--- src/rtl/prewitt_pkg.sv ---
// Shared constants for the streaming Prewitt edge detector: combination modes,
// FSM state encoding and gradient sizing.
package prewitt_pkg;

  localparam logic [1:0] MODE_LEGACY  = 2'd0;
  localparam logic [1:0] MODE_ABS_SUM = 2'd1;
  localparam logic [1:0] MODE_MAX     = 2'd2;
  localparam logic [1:0] MODE_THRESH  = 2'd3;

  typedef enum logic [1:0] {
    ST_FILL  = 2'd0,
    ST_RUN   = 2'd1,
    ST_FLUSH = 2'd2
  } state_t;

  // Three guard bits hold a signed difference of two 3-pixel sums without overflow
  localparam int GRAD_GUARD = 3;

  function automatic int grad_width(input int pix_w);
    return pix_w + GRAD_GUARD;
  endfunction

endpackage

--- src/rtl/prewitt_line_buffer.sv ---
// Enable-gated delay line of DEPTH samples: the output seen while enable is high
// is the sample written DEPTH enables earlier.
module prewitt_line_buffer
  import prewitt_pkg::*;
#(
  parameter int W     = 8,
  parameter int DEPTH = 256
) (
  input  logic         clk,
  input  logic         rst_n,
  input  logic         i_en,
  input  logic [W-1:0] i_data,
  output logic [W-1:0] o_q
);

  // DEPTH-1 RAM words plus the registered read port make up the full delay
  localparam int D  = DEPTH - 1;
  localparam int AW = (D > 1) ? $clog2(D) : 1;
  localparam logic [AW-1:0] ADDR_LAST = AW'(D - 1);

  logic [W-1:0]  r_mem [0:D-1];
  logic [W-1:0]  r_q;
  logic [AW-1:0] r_addr;

  // Read-before-write RAM access, no reset so it maps onto block memory
  always_ff @(posedge clk) begin
    if (i_en) begin
      r_q           <= r_mem[r_addr];
      r_mem[r_addr] <= i_data;
    end
  end

  // Circular address pointer
  always_ff @(posedge clk or negedge rst_n) begin
    if (!rst_n) begin
      r_addr <= {AW{1'b0}};
    end else if (i_en) begin
      r_addr <= (r_addr == ADDR_LAST) ? {AW{1'b0}} : r_addr + 1'b1;
    end
  end

  assign o_q = r_q;

endmodule

--- src/rtl/prewitt_stream.sv ---
// Streaming Prewitt edge detector: two line buffers and a 3x3 window produce one
// registered edge pixel per input pixel, in raster order, with selectable combination.
module prewitt_stream
  import prewitt_pkg::*;
#(
  parameter int PIX_W = 8,
  parameter int COLS  = 256,
  parameter int ROWS  = 256
) (
  input  logic             clk,
  input  logic             rst_n,
  input  logic             in_valid,
  output logic             in_ready,
  input  logic [PIX_W-1:0] in_pixel,
  input  logic [1:0]       mode,
  input  logic [PIX_W+2:0] thresh,
  output logic             out_valid,
  input  logic             out_ready,
  output logic [PIX_W-1:0] out_pixel,
  output logic             frame_done
);

  localparam int GW  = grad_width(PIX_W);
  localparam int GW1 = GW + 1;
  localparam int CW  = $clog2(COLS);
  localparam int RW  = $clog2(ROWS);
  localparam logic [CW-1:0] COL_LAST = CW'(COLS - 1);
  localparam logic [RW-1:0] ROW_LAST = RW'(ROWS - 1);
  localparam logic [GW:0]   PIX_MAX  = GW1'((1 << PIX_W) - 1);

  state_t           r_state;
  logic             r_started;
  logic [1:0]       r_mode;
  logic [GW-1:0]    r_thresh;
  logic [CW-1:0]    r_icol, r_ocol;
  logic [RW-1:0]    r_irow, r_orow;
  logic [PIX_W-1:0] r_t0, r_t1, r_m0, r_m1, r_b0, r_b1;
  logic             r_out_valid, r_out_last;
  logic [PIX_W-1:0] r_out_pixel;

  logic                w_in_ready, w_in_fire, w_out_load, w_frame_end;
  logic                w_in_last, w_out_last, w_border;
  logic [PIX_W-1:0]    w_m2, w_t2, w_result;
  logic signed [GW-1:0] w_gx, w_gy;
  logic [GW-1:0]       w_ax, w_ay;
  logic [GW:0]         w_abs_sum, w_legacy, w_mag;

  function automatic logic signed [GW-1:0] widen(input logic [PIX_W-1:0] p);
    return $signed({{GRAD_GUARD{1'b0}}, p});
  endfunction

  prewitt_line_buffer #(.W(PIX_W), .DEPTH(COLS)) u_lb_mid (
    .clk(clk), .rst_n(rst_n), .i_en(w_in_fire), .i_data(in_pixel), .o_q(w_m2)
  );

  prewitt_line_buffer #(.W(PIX_W), .DEPTH(COLS)) u_lb_top (
    .clk(clk), .rst_n(rst_n), .i_en(w_in_fire), .i_data(w_m2), .o_q(w_t2)
  );

  assign w_in_fire  = in_valid && w_in_ready;
  assign w_in_last  = (r_irow == ROW_LAST) && (r_icol == COL_LAST);
  assign w_out_last = (r_orow == ROW_LAST) && (r_ocol == COL_LAST);
  assign w_border   = (r_orow == {RW{1'b0}}) || (r_orow == ROW_LAST) ||
                      (r_ocol == {CW{1'b0}}) || (r_ocol == COL_LAST);

  // Input acceptance per state; held low until the first edge after reset
  always_comb begin
    w_in_ready = 1'b0;
    case (r_state)
      ST_FILL:  w_in_ready = r_started;
      ST_RUN:   w_in_ready = r_started && (!r_out_valid || out_ready);
      ST_FLUSH: w_in_ready = 1'b0;
      default:  w_in_ready = 1'b0;
    endcase
  end

  // Output-register load and end-of-frame decisions
  always_comb begin
    w_out_load  = 1'b0;
    w_frame_end = 1'b0;
    case (r_state)
      ST_RUN: w_out_load = w_in_fire;
      ST_FLUSH: begin
        if (!r_out_valid || out_ready) begin
          w_frame_end = r_out_valid && r_out_last;
          w_out_load  = !(r_out_valid && r_out_last);
        end else begin
          w_frame_end = 1'b0;
          w_out_load  = 1'b0;
        end
      end
      default: w_out_load = 1'b0;
    endcase
  end

  // Window: right column is the live pixel plus both line-buffer taps
  assign w_gx = (widen(r_t0) + widen(r_t1) + widen(w_t2))
              - (widen(r_b0) + widen(r_b1) + widen(in_pixel));
  assign w_gy = (widen(r_t0) + widen(r_m0) + widen(r_b0))
              - (widen(w_t2) + widen(w_m2) + widen(in_pixel));
  assign w_ax = w_gx[GW-1] ? $unsigned(-w_gx) : $unsigned(w_gx);
  assign w_ay = w_gy[GW-1] ? $unsigned(-w_gy) : $unsigned(w_gy);
  assign w_abs_sum = {1'b0, w_ax} + {1'b0, w_ay};
  assign w_legacy  = (w_gx[GW-1] ? {GW1{1'b0}} : {1'b0, $unsigned(w_gx)})
                   + (w_gy[GW-1] ? {GW1{1'b0}} : {1'b0, $unsigned(w_gy)});

  // Mode combination with saturation
  always_comb begin
    w_mag    = w_abs_sum;
    w_result = {PIX_W{1'b0}};
    case (r_mode)
      MODE_LEGACY:  w_mag = w_legacy;
      MODE_ABS_SUM: w_mag = w_abs_sum;
      MODE_MAX:     w_mag = (w_ax > w_ay) ? {1'b0, w_ax} : {1'b0, w_ay};
      default:      w_mag = w_abs_sum;
    endcase
    if (r_mode == MODE_THRESH) begin
      w_result = (w_abs_sum >= {1'b0, r_thresh}) ? {PIX_W{1'b1}} : {PIX_W{1'b0}};
    end else if (w_mag > PIX_MAX) begin
      w_result = {PIX_W{1'b1}};
    end else begin
      w_result = w_mag[PIX_W-1:0];
    end
  end

  // FSM, per-frame configuration latch and the output register
  always_ff @(posedge clk or negedge rst_n) begin
    if (!rst_n) begin
      r_state     <= ST_FILL;
      r_started   <= 1'b0;
      r_mode      <= MODE_LEGACY;
      r_thresh    <= {GW{1'b0}};
      r_out_valid <= 1'b0;
      r_out_pixel <= {PIX_W{1'b0}};
      r_out_last  <= 1'b0;
    end else begin
      r_started <= 1'b1;
      if (w_in_fire && (r_state == ST_FILL) &&
          (r_irow == {RW{1'b0}}) && (r_icol == {CW{1'b0}})) begin
        r_mode   <= mode;
        r_thresh <= thresh;
      end
      case (r_state)
        ST_FILL: begin
          if (w_in_fire && (r_irow == RW'(1)) && (r_icol == {CW{1'b0}})) r_state <= ST_RUN;
        end
        ST_RUN: begin
          if (w_in_fire && w_in_last) r_state <= ST_FLUSH;
        end
        ST_FLUSH: begin
          if (w_frame_end) r_state <= ST_FILL;
        end
        default: r_state <= ST_FILL;
      endcase
      if (w_out_load) begin
        r_out_valid <= 1'b1;
        r_out_pixel <= w_border ? {PIX_W{1'b0}} : w_result;
        r_out_last  <= w_out_last;
      end else if (out_ready) begin
        r_out_valid <= 1'b0;
        r_out_last  <= 1'b0;
      end
    end
  end

  // Raster counters; the output pair selects border pixels
  always_ff @(posedge clk or negedge rst_n) begin
    if (!rst_n) begin
      r_icol <= {CW{1'b0}};
      r_irow <= {RW{1'b0}};
      r_ocol <= {CW{1'b0}};
      r_orow <= {RW{1'b0}};
    end else begin
      if (w_in_fire) begin
        if (r_icol == COL_LAST) begin
          r_icol <= {CW{1'b0}};
          r_irow <= (r_irow == ROW_LAST) ? {RW{1'b0}} : r_irow + 1'b1;
        end else begin
          r_icol <= r_icol + 1'b1;
        end
      end
      if (w_out_load) begin
        if (r_ocol == COL_LAST) begin
          r_ocol <= {CW{1'b0}};
          r_orow <= (r_orow == ROW_LAST) ? {RW{1'b0}} : r_orow + 1'b1;
        end else begin
          r_ocol <= r_ocol + 1'b1;
        end
      end
    end
  end

  // Window shift on every accepted pixel
  always_ff @(posedge clk or negedge rst_n) begin
    if (!rst_n) begin
      r_t0 <= {PIX_W{1'b0}};
      r_t1 <= {PIX_W{1'b0}};
      r_m0 <= {PIX_W{1'b0}};
      r_m1 <= {PIX_W{1'b0}};
      r_b0 <= {PIX_W{1'b0}};
      r_b1 <= {PIX_W{1'b0}};
    end else if (w_in_fire) begin
      r_t0 <= r_t1;
      r_t1 <= w_t2;
      r_m0 <= r_m1;
      r_m1 <= w_m2;
      r_b0 <= r_b1;
      r_b1 <= in_pixel;
    end
  end

  assign in_ready   = w_in_ready;
  assign out_valid  = r_out_valid;
  assign out_pixel  = r_out_pixel;
  assign frame_done = r_out_valid && out_ready && r_out_last;

endmodule

--- config.mk ---
export PLATFORM = sky130hd
export DESIGN_NAME = prewitt_stream
export DESIGN_NICKNAME = d
export VERILOG_FILES = /design/src/rtl/prewitt_pkg.sv /design/src/rtl/prewitt_line_buffer.sv /design/src/rtl/prewitt_stream.sv
export SDC_FILE = /design/constraint.sdc
export NUM_CORES = 2
export LEC_CHECK = 0
export BUFFER_PORTS_ARGS = -buffer_cell sky130_fd_sc_hd__buf_2
export CAP_MARGIN = 10
export CELL_PAD_IN_SITES_DETAIL_PLACEMENT = 1
export CELL_PAD_IN_SITES_GLOBAL_PLACEMENT = 1
export CORE_AREA = 2 2 583 585
export DETAILED_ROUTE_END_ITERATION = 16
export DIE_AREA = 0 0 585 587
export PLACE_DENSITY_LB_ADDON = 0.1
export SKIP_CTS_REPAIR_TIMING = 1
export SLEW_MARGIN = 20
export SYNTH_ARGS = -nofsm -noshare
export SYNTH_HDL_FRONTEND = slang
export SYNTH_SLANG_ARGS = --single-unit
--- constraint.sdc ---
create_clock -name clk -period 15.5 [get_ports clk]
set_clock_uncertainty 0.1 [all_clocks]
set_input_delay 0 -clock clk [delete_from_list [all_inputs] [get_ports clk]]
set_output_delay 0 -clock clk [all_outputs]
set_load 0.02 [all_outputs]
==> flow_summary.ini <==
[clocking]
clk_latency_ns = 0.98
clock_path_buffers = 4
cts-root-buf = clkbuf_16
cts_made_buffers = 433
clk_pin_slew_ns = 0.06
cts_sinks = 4218
cts_tree = yes
htree_levels = 5

[pwr]
leakagePower_nw = 58.65
irDropWorstVdd_uv = 615.2
power.total_mw = 38.72
powerDensity_mw_per_mm2 = 206.3

[setup_path]
endpoint = out_pixel[1]$_DFFE_PN0P_
critical_path_class = reg2reg
critical_path_buf_inv_count = 4
critPathLaunchType = register
reg2regPathDepth = 25
crit_cells = 25
cp_slowest_cell = a311oi_2
arrival_ns = 9.21
cp.required_ns = 16.27
critPathMaxFanout = 169
crit_path_start = u_lb_mid.o_q[3]$_DFFE_PP_
endpoint_kind = register
r2r-end = out_pixel[1]$_DFFE_PN0P_
reg2reg_slack_ns = 7.07
slowest_delay_ns = 0.62
crit_family = adder cells
r2r-start = u_lb_mid.o_q[3]$_DFFE_PP_

[die]
fp.coreArea_mm2 = 0.3379
fp.dieH_um = 587
die_width_um = 585
rows = 214
design.portCount = 36
dieArea_mm2 = 0.3434
start_util_pct = 49.65

[placed_design]
io_buffers = 35
globalplace.congestion = 0.8078
dp_hpwl_um = 267900

[synth]
synthDistinctLibCells = 70
seq_area_frac_synth_pct = 75.14
ys_ff_latch = 4218
syn_area_mm2 = 0.1678
synth_warnings = 0
netlist_top_cells_area = edfxtp_1 73%, mux4_2 17%, dfrtp_1 1.8%
syn_inst = 7797
synthesis.nets = 7975
dominantRegCellSynth = edfxtp_1
syn_area_per_cell_um2 = 21.52
synth_top_area_share_pct = 73.32
synth_edf_count = 4096
synthArstFlopShare_pct = 2.892
synth_top_area_cell = edfxtp_1

[timing]
rsz0062_at_grt = false
fin_crit_sh_pct = 54.41
hold_ws_ns = 0.07348
setup_violations = 0
worstMarginPinSlew_ns = 1.114
max_freq_ghz = 0.1186
slew_headroom_pct = 25.43
period_needed_ns = 8.434
hold_viol_final = 0
setup_tns_ns = 0
drv_slew = 0

[grt]
grt.overflow.total = 0
grt_max_degree = 196
antenna_found_initial = 19
grt_pass1_wl_um = 635400
grt.total_usage_pct = 25.81
grt_pass1_vias = 83876

[cells_and_area]
post_route_cells_drive_above_1_share_pct = 25.78
fin_util_pct = 55.56
reg_top3 = u_lb_mid.r_mem (2040), u_lb_top.r_mem (2040), r_thresh (11)
seqCellArea_mm2 = 0.1261
multi_input_area_mm2 = 0.03930
syn2layout_area_growth_pct = 11.91
fillers = 28481
final_nets = 8198

[routing]
drtIter0Drc = 8273
wl_um = 440100
ant_nets = 0
viasPerCell = 6.170
first_pass_iters = 7
drc = 0
via_count = 79787
wire_per_inst_um = 34.03

[flow_run]
drv_cap = 0

[run_status]
status = finished clean

[hold_path]
hp-class = in2async
-- tightest hold or removal path, cell delays in order --
cell	delay, ns
dlygate4sd3_1	0.53
dlygate4sd3_1	0.56
buf_6	0.16
buf_16	0.28
-- power by group --
group / leakage [nW] / internal [mW] / total (mW) / switching, mW
clock: 6.81 / 5.90 / 10.3 / 4.43
combinational: 13.5 / 5.83 / 15.1 / 9.26
sequential: 38.3 / 13.1 / 13.3 / 0.198
total: 58.6 / 24.8 / 38.7 / 13.9
-- worst min path at each step --
stage | start | end | slack, ns | depth (start not counted)
3_5_place_dp | rst_n | u_lb_mid.r_addr[1]$_DFFE_PN0P_ | -0.05 | 1
6_report | rst_n | u_lb_mid.r_addr[3]$_DFFE_PN0P_ | 0.07 | 4
2_1_floorplan | rst_n | out_pixel[0]$_DFFE_PN0P_ | -0.40 | 0
3_3_place_gp | rst_n | u_lb_mid.r_addr[1]$_DFFE_PN0P_ | -0.05 | 1
5_1_grt | in_pixel[1] | u_lb_mid.r_mem[72][1]$_DFFE_PP_ | 0.1 | 2
4_1_cts | rst_n | u_lb_mid.r_addr[0]$_DFFE_PN0P_ | -1.12 | 1
-- routing by layer --
layer	wire length (um)	global-route usage, %
met5	11	0
met4	12090	6.546
met3	24130	3.596
met2	220800	42.42
met1	183000	36.77
-- final cells by class --
cell class	instances	share of cell area [%]
Antenna cell	10	0.01333
Clock buffer	521	5.980
Clock inverter	279	1.434
Inverter	178	0.3572
Multi-Input combinational cell	2970	20.94
Sequential cell	4218	67.16
Tap cell	4536	3.023
Timing Repair Buffer	219	1.098
-- cell families after synthesis --
family	synth area share, %
flops	75.14
compound gates	1.284
other cells	0.002235
fa+ha+maj	1.436
mux	17.54
xor+xnor	0.3446
buf+inv	1.522
simple gates	2.730
-- synthesized netlist by cell type, types with 27 or more instances --
library cell / number
a21oi_1: 44
a31oi_1: 27
buf_1: 62
buf_2: 115
clkbuf_1: 228
dfrtp_1: 122
edfxtp_1: 4096
fa_1: 66
ha_1: 87
inv_1: 175
mux2i_1: 32
mux4_2: 1286
nand2_1: 255
nand3_1: 59
nor2_1: 604
nor2b_1: 37
o21ai_0: 127
xnor2_1: 43
-- metrics by stage --
stage	worst slack [ns]	area, um^2	cells
after floorplan	5.373	167800	7797
after global placement	6.836	173300	12078
after detailed placement	7.027	173300	12078
after CTS	7.013	187200	12878
after global routing	6.512	187700	12923
final	7.066	187700	12931
-- placed cells by master (no fill, tap or decap), types with 59 or more instances in the layout --
cell       synthesis  layout
inv_1            175     174
ha_1              87      87
dfrtp_1          122     112
edfxtp_1        4096    4096
clkbuf_16          0     434
o21ai_0          127     126
buf_4             19     119
mux4_2          1286    1286
clkinv_1           3     108
clkinv_2           0      84
nor2_1           604     593
fa_1              66      66
clkbuf_1         228      83
nand2_1          255     223
nand3_1           59      59
No activity file was read; power rests on OpenSTA's default activity.
